**src/rtl/risc_pkg.sv**
```systemverilog
// Shared encodings for the parametrised RISC datapath: ALU opcodes,
// write-back source selects and bit positions inside the flags word.
package risc_pkg;

    localparam logic [2:0] ALU_ADD = 3'b000;
    localparam logic [2:0] ALU_SUB = 3'b001;
    localparam logic [2:0] ALU_AND = 3'b010;
    localparam logic [2:0] ALU_OR  = 3'b011;
    localparam logic [2:0] ALU_XOR = 3'b100;
    localparam logic [2:0] ALU_NOT = 3'b101;
    localparam logic [2:0] ALU_SHL = 3'b110;
    localparam logic [2:0] ALU_SHR = 3'b111;

    localparam logic [1:0] WB_ALU  = 2'b00;
    localparam logic [1:0] WB_MEM  = 2'b01;
    localparam logic [1:0] WB_IMMZ = 2'b10;
    localparam logic [1:0] WB_IMMS = 2'b11;

    localparam int FLAG_Z = 0;
    localparam int FLAG_C = 1;
    localparam int FLAG_V = 2;
    localparam int FLAG_N = 3;

endpackage

```
**src/rtl/risc_regfile.sv**
```systemverilog
// NREG x W register file, two combinational read ports and one write port.
// Optional same-cycle write-to-read bypass and hardwired-zero register 0.
module risc_regfile
    import risc_pkg::*;
#(
    parameter int W       = 16,
    parameter int NREG    = 16,
    parameter int AW      = $clog2(NREG),
    parameter bit BYPASS  = 1'b1,
    parameter bit R0_ZERO = 1'b0
) (
    input  logic          clk,
    input  logic          rst,
    input  logic          w_en,
    input  logic [AW-1:0] w_addr,
    input  logic [W-1:0]  w_data,
    input  logic          rp_en,
    input  logic [AW-1:0] rp_addr,
    input  logic          rq_en,
    input  logic [AW-1:0] rq_addr,
    output logic [W-1:0]  rp_data,
    output logic [W-1:0]  rq_data
);

    logic [W-1:0] regs_q [NREG];
    logic [W-1:0] regs_d [NREG];
    logic         w_ok;

    // Writes to register 0 are dropped when it is hardwired to zero
    assign w_ok = w_en && !(R0_ZERO && (w_addr == '0));

    // Next register contents: only the addressed entry changes
    always_comb begin
        for (int i = 0; i < NREG; i++) begin
            regs_d[i] = regs_q[i];
        end
        if (w_ok) begin
            regs_d[w_addr] = w_data;
        end
    end

    // Register storage with asynchronous clear
    always_ff @(posedge clk or posedge rst) begin
        if (rst) begin
            for (int i = 0; i < NREG; i++) begin
                regs_q[i] <= '0;
            end
        end else begin
            for (int i = 0; i < NREG; i++) begin
                regs_q[i] <= regs_d[i];
            end
        end
    end

    // Port P read: gated by enable and reset, then zero-reg, then bypass
    always_comb begin
        rp_data = '0;
        if (rp_en && !rst) begin
            if (R0_ZERO && (rp_addr == '0)) begin
                rp_data = '0;
            end else if (BYPASS && w_ok && (rp_addr == w_addr)) begin
                rp_data = w_data;
            end else begin
                rp_data = regs_q[rp_addr];
            end
        end
    end

    // Port Q read: same priority as port P, bypassed independently
    always_comb begin
        rq_data = '0;
        if (rq_en && !rst) begin
            if (R0_ZERO && (rq_addr == '0)) begin
                rq_data = '0;
            end else if (BYPASS && w_ok && (rq_addr == w_addr)) begin
                rq_data = w_data;
            end else begin
                rq_data = regs_q[rq_addr];
            end
        end
    end

endmodule

```
**src/rtl/risc_datapath_param.sv**
```systemverilog
// Parametrised RISC datapath: register file, 4-source write-back mux and an
// 8-op ALU whose result and {N,V,C,Z} flags are registered on alu_en.
module risc_datapath_param
    import risc_pkg::*;
#(
    parameter int W       = 16,
    parameter int NREG    = 16,
    parameter int AW      = $clog2(NREG),
    parameter int IMM_W   = 8,
    parameter bit BYPASS  = 1'b1,
    parameter bit R0_ZERO = 1'b0
) (
    input  logic             clk,
    input  logic             rst,
    input  logic [W-1:0]     R_data,
    input  logic [IMM_W-1:0] RF_W_data,
    input  logic [1:0]       RF_s,
    input  logic [AW-1:0]    RF_W_addr,
    input  logic             W_wr,
    input  logic [AW-1:0]    RF_Rp_addr,
    input  logic             Rp_rd,
    input  logic [AW-1:0]    RF_Rq_addr,
    input  logic             Rq_rd,
    input  logic [2:0]       alu_s,
    input  logic             alu_en,
    output logic [W-1:0]     Rp_data_wire,
    output logic [W-1:0]     Rq_data_wire,
    output logic             RF_Rp_zero,
    output logic [W-1:0]     alu_out_wire,
    output logic [3:0]       flags
);

    logic [W-1:0] wb_data;
    logic [W-1:0] alu_out_q, alu_out_d;
    logic [3:0]   flags_q, flags_d;
    logic [W-1:0] op_a, op_b;
    logic [W:0]   sum_ext, diff_ext;
    logic [W-1:0] alu_res;
    logic         alu_c, alu_v;

    // Write-back source; WB_ALU takes the already-registered result
    always_comb begin
        wb_data = alu_out_q;
        case (RF_s)
            WB_ALU:  wb_data = alu_out_q;
            WB_MEM:  wb_data = R_data;
            WB_IMMZ: wb_data = {{(W-IMM_W){1'b0}}, RF_W_data};
            WB_IMMS: wb_data = {{(W-IMM_W){RF_W_data[IMM_W-1]}}, RF_W_data};
            default: wb_data = alu_out_q;
        endcase
    end

    risc_regfile #(
        .W       (W),
        .NREG    (NREG),
        .AW      (AW),
        .BYPASS  (BYPASS),
        .R0_ZERO (R0_ZERO)
    ) u_regfile (
        .clk     (clk),
        .rst     (rst),
        .w_en    (W_wr),
        .w_addr  (RF_W_addr),
        .w_data  (wb_data),
        .rp_en   (Rp_rd),
        .rp_addr (RF_Rp_addr),
        .rq_en   (Rq_rd),
        .rq_addr (RF_Rq_addr),
        .rp_data (Rp_data_wire),
        .rq_data (Rq_data_wire)
    );

    assign op_a       = Rp_data_wire;
    assign op_b       = Rq_data_wire;
    assign RF_Rp_zero = (Rp_data_wire == '0);

    // ALU result, carry/borrow and signed overflow
    always_comb begin
        sum_ext  = {1'b0, op_a} + {1'b0, op_b};
        diff_ext = {1'b0, op_a} - {1'b0, op_b};
        alu_res  = '0;
        alu_c    = 1'b0;
        alu_v    = 1'b0;
        case (alu_s)
            ALU_ADD: begin
                alu_res = sum_ext[W-1:0];
                alu_c   = sum_ext[W];
                alu_v   = (op_a[W-1] == op_b[W-1]) && (sum_ext[W-1] != op_a[W-1]);
            end
            ALU_SUB: begin
                alu_res = diff_ext[W-1:0];
                alu_c   = diff_ext[W];
                alu_v   = (op_a[W-1] != op_b[W-1]) && (diff_ext[W-1] != op_a[W-1]);
            end
            ALU_AND: alu_res = op_a & op_b;
            ALU_OR:  alu_res = op_a | op_b;
            ALU_XOR: alu_res = op_a ^ op_b;
            ALU_NOT: alu_res = ~op_a;
            ALU_SHL: begin
                alu_res = {op_a[W-2:0], 1'b0};
                alu_c   = op_a[W-1];
            end
            ALU_SHR: begin
                alu_res = {1'b0, op_a[W-1:1]};
                alu_c   = op_a[0];
            end
            default: alu_res = '0;
        endcase
    end

    // Capture result and flags only on alu_en, otherwise hold
    always_comb begin
        alu_out_d = alu_out_q;
        flags_d   = flags_q;
        if (alu_en) begin
            alu_out_d       = alu_res;
            flags_d[FLAG_N] = alu_res[W-1];
            flags_d[FLAG_V] = alu_v;
            flags_d[FLAG_C] = alu_c;
            flags_d[FLAG_Z] = (alu_res == '0);
        end
    end

    // ALU result and flag registers
    always_ff @(posedge clk or posedge rst) begin
        if (rst) begin
            alu_out_q <= '0;
            flags_q   <= '0;
        end else begin
            alu_out_q <= alu_out_d;
            flags_q   <= flags_d;
        end
    end

    assign alu_out_wire = alu_out_q;
    assign flags        = flags_q;

endmodule
```
**config.mk**
```make
export PLATFORM = sky130hd
export DESIGN_NAME = risc_datapath_param
export DESIGN_NICKNAME = d
export VERILOG_FILES = /design/src/rtl/risc_pkg.sv /design/src/rtl/risc_regfile.sv /design/src/rtl/risc_datapath_param.sv
export SDC_FILE = /design/constraint.sdc
export NUM_CORES = 1
export LEC_CHECK = 0
export ABC_CLOCK_PERIOD_IN_PS = 8150
export BUFFER_PORTS_ARGS = -buffer_cell sky130_fd_sc_hd__buf_2
export CELL_PAD_IN_SITES_DETAIL_PLACEMENT = 1
export CELL_PAD_IN_SITES_GLOBAL_PLACEMENT = 2
export CORE_UTILIZATION = 37
export DETAILED_ROUTE_END_ITERATION = 10
export GPL_TIMING_DRIVEN = 0
export PLACE_DENSITY_LB_ADDON = 0.1
export SLEW_MARGIN = 20
export SYNTH_ARGS = -nofsm -noshare
export SYNTH_HDL_FRONTEND = slang
export SYNTH_SLANG_ARGS = --single-unit
```
**constraint.sdc**
```tcl
create_clock -name clk -period 8.15 [get_ports clk]
set_input_delay 1.2225 -clock clk [delete_from_list [all_inputs] [get_ports clk]]
set_output_delay 1.2225 -clock clk [all_outputs]
set_load 0.005 [all_outputs]
```
Word-level counts from Yosys, hierarchy flattened

Cells that the tools add are included.

Mux-type cells: 17
Multiply operators: 0
Reduce and logical (&&, ||, !) cells: 12
Bitwise logic cells: 7
Add/subtract/negate cells: 2
$lt $le $gt $ge: 4
Shift operators: 0
Equality and inequality tests: 16
Div/mod/pow operators: 0

Operators by type and width:

| cell                                                                          | number |
|---|---|
| 256-bit bitwise mux                                                           | 1 |
| 16-bit 2-to-1 mux                                                             | 9 |
| 16-bit binary-select mux with 4-bit select                                    | 2 |
| 16-bit one-hot mux with 8 select lines                                        | 1 |
| 16-bit demux with 4-bit select                                                | 1 |
| 16-bit one-hot mux with 4 select lines                                        | 1 |
| 16-bit logical NOT                                                            | 2 |
| 16-bit by 16-bit adder with 17-bit output                                     | 1 |
| 16-bit by 16-bit subtractor with 17-bit output                                | 1 |
| 16-bit AND                                                                    | 1 |
| 16-bit inverter                                                               | 1 |
| 16-bit OR                                                                     | 1 |
| 16-bit XOR                                                                    | 1 |
| 5-bit greater-or-equal comparator (second input constant)                     | 3 |
| 4-bit inverter with 5-bit output                                              | 3 |
| 3-bit equality test (second input constant)                                   | 4 |
| 4-bit equality test                                                           | 2 |
| 1-bit logical AND                                                             | 7 |
| 3-bit by 2-bit equality test with 1-bit output (second input constant)        | 2 |
| 5-bit by 1-bit less-than comparator with 1-bit output (second input constant) | 1 |
| 2-bit equality test (second input constant)                                   | 2 |
| 1-bit one-hot mux with 4 select lines                                         | 1 |
| 3-bit by 1-bit equality test with 1-bit output (second input constant)        | 1 |
| 3-bit logical NOT                                                             | 1 |
| 6 further kinds                                                               | 8 |

Memories: 0
Register bits after elaboration: 276
Output and inout bits: 53
Input port bits: 47
Bits in writable memories: 0
Memory bits (read-only): 0
Logic and storage cells: 76
Latch bits: 0

Depth between registers and ports, before layout

Gate-level depths: netlist of the first run.

Depth in word-level cells: 10
Mapped depth: 22
Mapped depth without buffers: 19

Cells and area by module

A second synthesis of the first run with hierarchy kept.

Cell total of the unflattened synthesis: 1455
Area, all modules: 17892.2 sq um

Modules (own cells, without submodules):

| module              | sequential area each (sq um) | instances | cells an instance | area each (sq um) |
|---|---|---|---|---|
| risc_regfile        | 6406.1                       | 1         | 905               | 13808.2 |
| risc_datapath_param | 475.5                        | 1         | 550               | 4083.9 |

Worst setup path before layout of the first run

OpenSTA, ideal clock, no wires.

Kind: input to register
Start point: in RF_Rq_addr[0]
End point: reg flags_q[0], in the netlist flags[0]
Buffers on the path: 2
Required time: 8.084 ns
Library setup time: 0.066 ns
Data arrival time: 6.101 ns
Setup slack: 1.983 ns
Stages: 17
Cell sequence: clkbuf_1 -> buf_1 -> mux4_2 -> mux4_2 -> nand2_1 -> o21ai_0 -> nand2_1 -> ha_1 -> or2_2 -> a2111oi_0 -> o31ai_1 -> o221a_2 -> o31a_1 -> o31ai_1 -> mux2_2 -> nand3_1 -> a41o_1

Word-level cells in the longest chain between the ends: 9
Elaborated cells on any way between the ends: 15
Those cells by class: add/sub: 2; eq/ne: 1; mux: 6; bitwise: 4; reduce/logical: 2

RTL lines:

| item                                                                         | line                       | text |
|---|---|---|
| start: declaration                                                           | risc_datapath_param.sv:22  | `input logic [AW-1:0] RF_Rq_addr,` |
| 4-bit inverter with 5-bit output (implied by the code)                       | risc_regfile.sv:78         | `rq_data = regs_q[rq_addr];` |
| 16-bit binary-select mux with 4-bit select                                   | risc_regfile.sv:78         |  |
| 16-bit 2-to-1 mux (implied by the code) (2 in a row)                         | risc_regfile.sv:78         |  |
| 16-bit 2-to-1 mux (*)                                                        | risc_regfile.sv:75         | `end else if (BYPASS && w_ok && (rq_addr == w_addr)) begin` |
| 16-bit 2-to-1 mux (*)                                                        | risc_regfile.sv:72         | `if (rq_en && !rst) begin` |
| 16-bit by 16-bit subtractor with 17-bit output, or another cell as far along | risc_datapath_param.sv:80  | `diff_ext = {1'b0, op_a} - {1'b0, op_b};` |
| 16-bit one-hot mux with 8 select lines (*)                                   | risc_datapath_param.sv:84  | `case (alu_s)` |
| 16-bit logical NOT (*)                                                       | risc_datapath_param.sv:120 | `flags_d[FLAG_Z] = (alu_res == '0);` |
| end signal: assignment                                                       | risc_datapath_param.sv:131 | `flags_q <= flags_d;` |
| end: declaration                                                             | risc_datapath_param.sv:35  | `logic [3:0] flags_q, flags_d;` |

Mark *: on every way between the ends. The rest lies on a longest branch, timed or not. The select of a mux whose other input is x is not followed.
A chain may end at the register's enable or synchronous reset.

Worst setup path after layout of the first run

Same ends and word-level chain as after synthesis.

==> results_dict.tcl, run 1 <==
set metrics [dict create \
    clock-root-buffer "clkbuf_16" \
    dp_hpwl_um 60440 \
    gp_congestion 0.9342 \
    placed_cells 2475 \
    rrSetupSlack_ns 2.36 \
    endpoint_kind "register" \
    period_minus_slack_ns 7.440 \
    n_antenna_cell 0 \
    finalSetupViolations 0 \
    cts_resized 0 \
    holdBufCountCts 0 \
    fp.dieW_um 219.8 \
    cp.arrival_ns 7.97 \
    violations "design-rule violations" \
    cts.sinks 275 \
    final_common_cell "nand2_1" \
    async_reset_ff_share_pct 100.0 \
    cts_tree "done" \
    numCtsBuffers 31 \
    reg2reg_from "u_regfile.regs_q[32]" \
    fin_crit_sh_pct 91.29 \
    dr.first_iter.drc_count 1089 \
    cts_max_level 1 \
    grt_overflow_total 0 \
    syn_to_final_growth_pct 14.29 \
    via_per_inst 6.055 \
    cp_cell_sequence "clkbuf_1 > buf_1 > mux4_2 > mux4_2 > nand2_1 > o21ai_0 > nand2_1 > ha_1 > clkbuf_1 > nor2b_1 > a2111oi_0 > o31ai_1 > o221a_2 > o311ai_0 > nand3_1 > a31oi_1 > and3_1 > a41o_1" \
    tightest_slew_ns 1.136 \
    grt_pass1_wl_um 110900 \
    crit_buf_inv 3 \
    yosys.area.top_type "dfrtp_1" \
    placementRows 79 \
    slew_headroom_pct 24.25 \
    finalMaxSlewViolations 0 \
    cp-start-kind "input pin" \
    cp_top_family "compound AO/OA/AOI/OAI gates" \
    route.detailed.drc 22 \
    die_h_um 219.8 \
    syn_area_um2 17540 \
    setup_tns_ns 0 \
    syn-num-nets 1864 \
    num_vias 15338 \
    leakage_nw 8.692 \
    synth-edff-count 0 \
    clockBufferDepth 3 \
    ios 100 \
    peakVddDrop_uv 164.3 \
    grt_pass1_vias 16010 \
    wirelength_um 75040 \
    final_nets 1998 \
    antenna_found_initial 1 \
    core_area_um2 46650 \
    cap_violations 0 \
    grt_max_degree 35 \
    synth_area_leaders "dfrtp_1 39%, mux4_2 17%, o21ai_0 8.8%, nand2_1 7.3%, ha_1 3.4%" \
    powerDensity_nw_per_um2 235.0 \
    skew_ns 0.01164 \
    drive_gt1_share_pct 18.38 \
    crit_slowest_cell "buf_1" \
    syn_avg_cell_area_um2 9.929 \
    synth_top_area_share_pct 39.22 \
    min-delay-start "flags[2]" \
    ys_seq_elements 275 \
    io_buffers 89 \
    reg2reg_depth 15 \
    worstReg2RegEnd "flags[0]" \
    holdPathEnd "flags[2]" \
    final_cell_mix "339 x nand2_1, 308 x o21ai_0, 275 x dfrtp_1" \
    wl_per_cell_um 29.62 \
    crit_fanout 10 \
    synth_seq_area_share_pct 39.22 \
    netlist_instances 1767 \
    grtUsageTotal_pct 31.86 \
    rsz0062_at_grt "no" \
    die_area_um2 48290 \
    ys_types 75 \
    slowest_delay_ns 0.88 \
    ys.flop_type "dfrtp_1" \
    first_pass_iters 8 \
    hold_class "register to register" \
    finalNonFillerCells 2533 \
    hold_violations 0 \
    path_class "input pin to register" \
    insertion_delay_ns 0.60 \
    ant_nets 0 \
    post_cts_buffers 0 \
    initial_core_util_pct 37.60 \
    worstPathRequired_ns 8.68 \
    clkTransAtPathRegs_ns 0.06 \
    max_freq_ghz 0.1344 \
    status "finished with violations" \
    yosys_warnings 0 \
    hold_depth 1 \
]
[metrics by stage]
stage / hold slack, ns / cell area, µm² / utilization [%] / power (W) / worst slack [ns]
floorplan: 0.4581 / 17550 / - / 0.002684 / 1.983
global route: 0.5099 / 20050 / 42.98 / 0.004919 / 0.4978
detailed placement: 0.4847 / 18970 / 40.67 / 0.003226 / 0.02581
global placement: 0.4742 / 18750 / 40.20 / 0.003158 / -0.1715
finish: 0.5036 / 20050 / 42.98 / 0.004713 / 0.7101
CTS: 0.4997 / 20050 / 42.97 / 0.004713 / 0.5984
[layout make-up]
cell class	count	area [µm²]
inverter	55	210.2
timing repair buffer	101	656.9
tap	607	759.5
clock buffer	43	900.9
buffer	165	703.2
sequential	275	6882
multi-input combinational	1272	9764
fill	5343	26600
clock inverter	15	175.2
[per-layer routing]
metal / up-vias / global-route usage, % / routed length (µm)
li1: 6705 / - / -
met1: 7991 / 40.43 / 31060
met2: 484 / 54.79 / 37140
met3: 158 / 2.995 / 3086
met4: 0 / 14.78 / 3751
met5: - / 0 / 0
[sequential cells by signal, summed over array words and instances, names as in the netlist]
name	flops
alu_out_wire	16
u_regfile.regs_q	256
flags	3
[worst register-to-register path, delay by kind of cell (launching register included)]
kind,cells,cell delay (ns)
AO/OA/AOI/OAI,9,3.99
AND/OR/NAND/NOR,3,0.70
flip-flops,1,0.37
adder cells (fa/ha/maj),1,0.30
buffers and inverters,1,0.20
multiplexers,1,0.17
[where the power goes]
group / switching, W / internal (W)
clock: 0.000607 / 0.000868
sequential: 0.000257 / 0.00164
combinational: 0.000754 / 0.000583
[worst max path at each step]
| stage | to | from | slack (ns) | cells after the start |
|---|---|---|---|---|
| 6_report | flags[0] | RF_Rq_addr[0] | 0.71 | 18 |
| 5_1_grt | flags[0] | RF_Rq_addr[0] | 0.50 | 17 |
| 4_1_cts | flags[0] | RF_Rq_addr[0] | 0.60 | 17 |
| 3_5_place_dp | flags[0] | RF_Rq_addr[0] | 0.03 | 17 |
| 3_3_place_gp | flags[0] | RF_Rq_addr[0] | -0.17 | 18 |
| 2_1_floorplan | flags[0] | RF_Rq_addr[0] | 1.98 | 17 |
[kinds of logic (layout without fill, tap and decap cells)]
| family | count (synthesis) | in the layout | synth area share, % |
|---|---|---|---|
| buffers and inverters | 220 | 379 | 5.163 |
| muxes | 180 | 180 | 21.00 |
| DFF | 275 | 275 | 39.22 |
| AOI/OAI and AO/OA | 507 | 507 | 17.44 |
| xor gates and xnor gates | 25 | 25 | 1.248 |
| and+or+nand+nor | 510 | 510 | 12.28 |
| adders and majority gates | 50 | 50 | 3.651 |
[Yosys cell counts, types with 6 or more instances]
master	count
a211oi_1	7
a21o_1	6
a21oi_1	50
a221oi_1	10
a22o_1	9
a22oi_1	14
a2bb2oi_1	7
buf_1	15
buf_2	14
clkbuf_1	129
dfrtp_1	275
ha_1	48
inv_1	54
mux2_2	22
mux2i_1	14
mux4_1	14
mux4_2	130
nand2_1	339
nand2b_1	15
nand3_1	12
nor2_1	69
nor2b_1	17
nor3_1	17
nor4_1	6
o21ai_0	308
o221ai_1	11
o22ai_1	16
or3_1	9
xnor2_1	16
xor2_1	9
Power figures use the tool's default switching activity.
==> inputs of run 2 (changes only) <==
CELL_PAD_IN_SITES_DETAIL_PLACEMENT = not set   (was 1)
CELL_PAD_IN_SITES_GLOBAL_PLACEMENT = not set   (was 2)
CORE_UTILIZATION = 56   (was 37)
PLACE_DENSITY = 0.77   (was not set)
PLACE_DENSITY_LB_ADDON = not set   (was 0.1)
==> run 2 against run 1 <==
The run now ends clean. Sequential power hardly changed. Count of clock-buffer cells in the layout shrank 3. Critical endpoint unchanged. Cell area shrank 1.3%. Worst setup slack got worse by 0.45 ns. Clock skew is essentially flat.
==> results_dict.tcl, run 2 (synthesized netlist as in run 1, its figures left out) <==
set metrics [dict create \
    cts_max_level 1 \
    fp.dieW_um 179 \
    endpoint_kind "register" \
    final_cell_mix "339 x nand2_1, 308 x o21ai_0, 275 x dfrtp_1" \
    grtUsageTotal_pct 43.18 \
    core_area_um2 30670 \
    cts_resized 0 \
    crit_buf_inv 6 \
    slowest_delay_ns 0.93 \
    first_pass_iters 7 \
    syn_to_final_growth_pct 12.84 \
    final_nets 1998 \
    grt_util_met2_pct 68.13 \
    drive_gt1_share_pct 17.98 \
    peakVddDrop_uv 187.2 \
    period_minus_slack_ns 7.888 \
    hold_class "register to register" \
    cp.arrival_ns 8.40 \
    wirelength_um 66720 \
    place_area_um2 18720 \
    io_buffers 89 \
    grt_max_degree 36 \
    via_per_inst 6.832 \
    grt_pass1_wl_um 99210 \
    max_freq_ghz 0.1268 \
    placed_cells 2264 \
    worstPathRequired_ns 8.66 \
    cp_top_family "compound AO/OA/AOI/OAI gates" \
    hold_violations 0 \
    crit_fanout 10 \
    hold-worst-slack_ns 0.5032 \
    wl_per_cell_um 28.74 \
    top_usage_layer "met2" \
    final_cell_area_um2 19800 \
    grt_pass1_vias 15437 \
    gr-usage-met1_pct 52.25 \
    clock-root-buffer "clkbuf_16" \
    finalSetupViolations 0 \
    die_area_um2 32040 \
    crit_slowest_cell "a221oi_1" \
    clkTransAtPathRegs_ns 0.06 \
    finalNonFillerCells 2321 \
    post_cts_buffers 0 \
    ant_nets 0 \
    placementRows 64 \
    largest_reg_flops 256 \
    route.detailed.drc 0 \
    cp_cell_sequence "buf_2 > buf_2 > buf_1 > buf_1 > mux4_2 > a22o_1 > a221oi_1 > o21ai_0 > inv_1 > ha_1 > clkbuf_1 > nand2b_1 > a21oi_1 > or4_1 > o21ai_0 > a21oi_1 > xnor2_1 > a221oi_1 > and3_1 > a41o_1" \
    grt.met3_usage_pct 10.24 \
    final_common_cell "nand2_1" \
    path_class "input pin to register" \
    dp_hpwl_um 52640 \
    dr.first_iter.drc_count 1849 \
    fill_cells 2506 \
    fin_crit_sh_pct 96.79 \
    tightest_slew_ns 1.201 \
    cts_tree "done" \
    clockBufferDepth 3 \
    setup_tns_ns 0 \
    die_h_um 179 \
    antenna_found_initial 1 \
    slew_headroom_pct 19.94 \
    cts.sinks 275 \
    powerDensity_nw_per_um2 237.1 \
    cp-start-kind "input pin" \
    holdBufCountCts 0 \
    largest-register "u_regfile.regs_q" \
    cap_violations 0 \
    initial_core_util_pct 57.20 \
    skew_ns 0.01210 \
    grt_overflow_total 0 \
    ios 100 \
    leakage_nw 8.678 \
    rsz0062_at_grt "no" \
    gp_congestion 1.031 \
    num_vias 15856 \
    status "finished, final reports clean" \
    insertion_delay_ns 0.57 \
    finalMaxSlewViolations 0 \
    numCtsBuffers 30 \
]
==> run 2: metal layers <==
layer | vias to the layer above | routed length, µm | part of all wire [%]
li1 | 6710 | - | -
met1 | 7714 | 23360 | 35
met2 | 1165 | 30920 | 46
met3 | 267 | 7015 | 11
met4 | 0 | 5421 | 8.1
met5 | - | 0 | 0
==> run 2: worst min-delay path, delay by kind of cell, from the launching register on <==
family             cells  cell delay, ns
and+or+nand+nor        1            0.05
AOI/OAI and AO/OA      1            0.06
DFF                    1            0.36
==> run 2: per-stage QoR <==
stage | setup slack [ns] | total power (W) | util (%)
finish | 0.2616 | 0.004694 | 64.55
global route | 0.4138 | 0.004870 | 64.54
CTS | 0.6118 | 0.004633 | 64.53
detailed placement | 0.03348 | 0.003175 | 61.04
global placement | 0.07972 | 0.003105 | 60.28
floorplan | 1.983 | 0.002684 | -
==> run 2: worst paths after layout <==
| path | from | endpoint | slack (ns) | depth (start not counted) |
|---|---|---|---|---|
| max | RF_Rp_addr[3] | flags[0] | 0.26 | 20 |
| min | u_regfile.regs_q[144] | u_regfile.regs_q[144] | 0.50 | 2 |
| max reg2reg | u_regfile.regs_q[40] | flags[0] | 2.19 | 16 |
| min reg2reg | u_regfile.regs_q[144] | u_regfile.regs_q[144] | 0.50 | 2 |
| max in group asynchronous | rst | u_regfile.regs_q[52] | 5.98 | 8 |
| min in group asynchronous | rst | alu_out_wire[7] | 0.60 | 2 |
==> run 2: report_power, final <==
group / internal [W] / switching (W) / leakage [nW] / total (W)
Sequential: 0.00164 / 0.000257 / 3.56 / 0.00190
Clock: 0.000883 / 0.000585 / 0.518 / 0.00147
Combinational: 0.000582 / 0.000743 / 4.60 / 0.00133
Total: 0.00311 / 0.00159 / 8.68 / 0.00469
==> run 2: cell type report <==
cell class | count | area (µm²) | share of cell area (%)
Multi-Input combinational cell | 1272 | 9757 | 49.28
Sequential cell | 275 | 6882 | 34.76
Clock buffer | 40 | 838.3 | 4.234
Buffer | 165 | 699.4 | 3.533
Timing Repair Buffer | 102 | 681.9 | 3.444
Tap cell | 396 | 495.5 | 2.503
Clock inverter | 15 | 231.5 | 1.169
Inverter | 55 | 210.2 | 1.062
Antenna cell | 1 | 2.502 | 0.01264
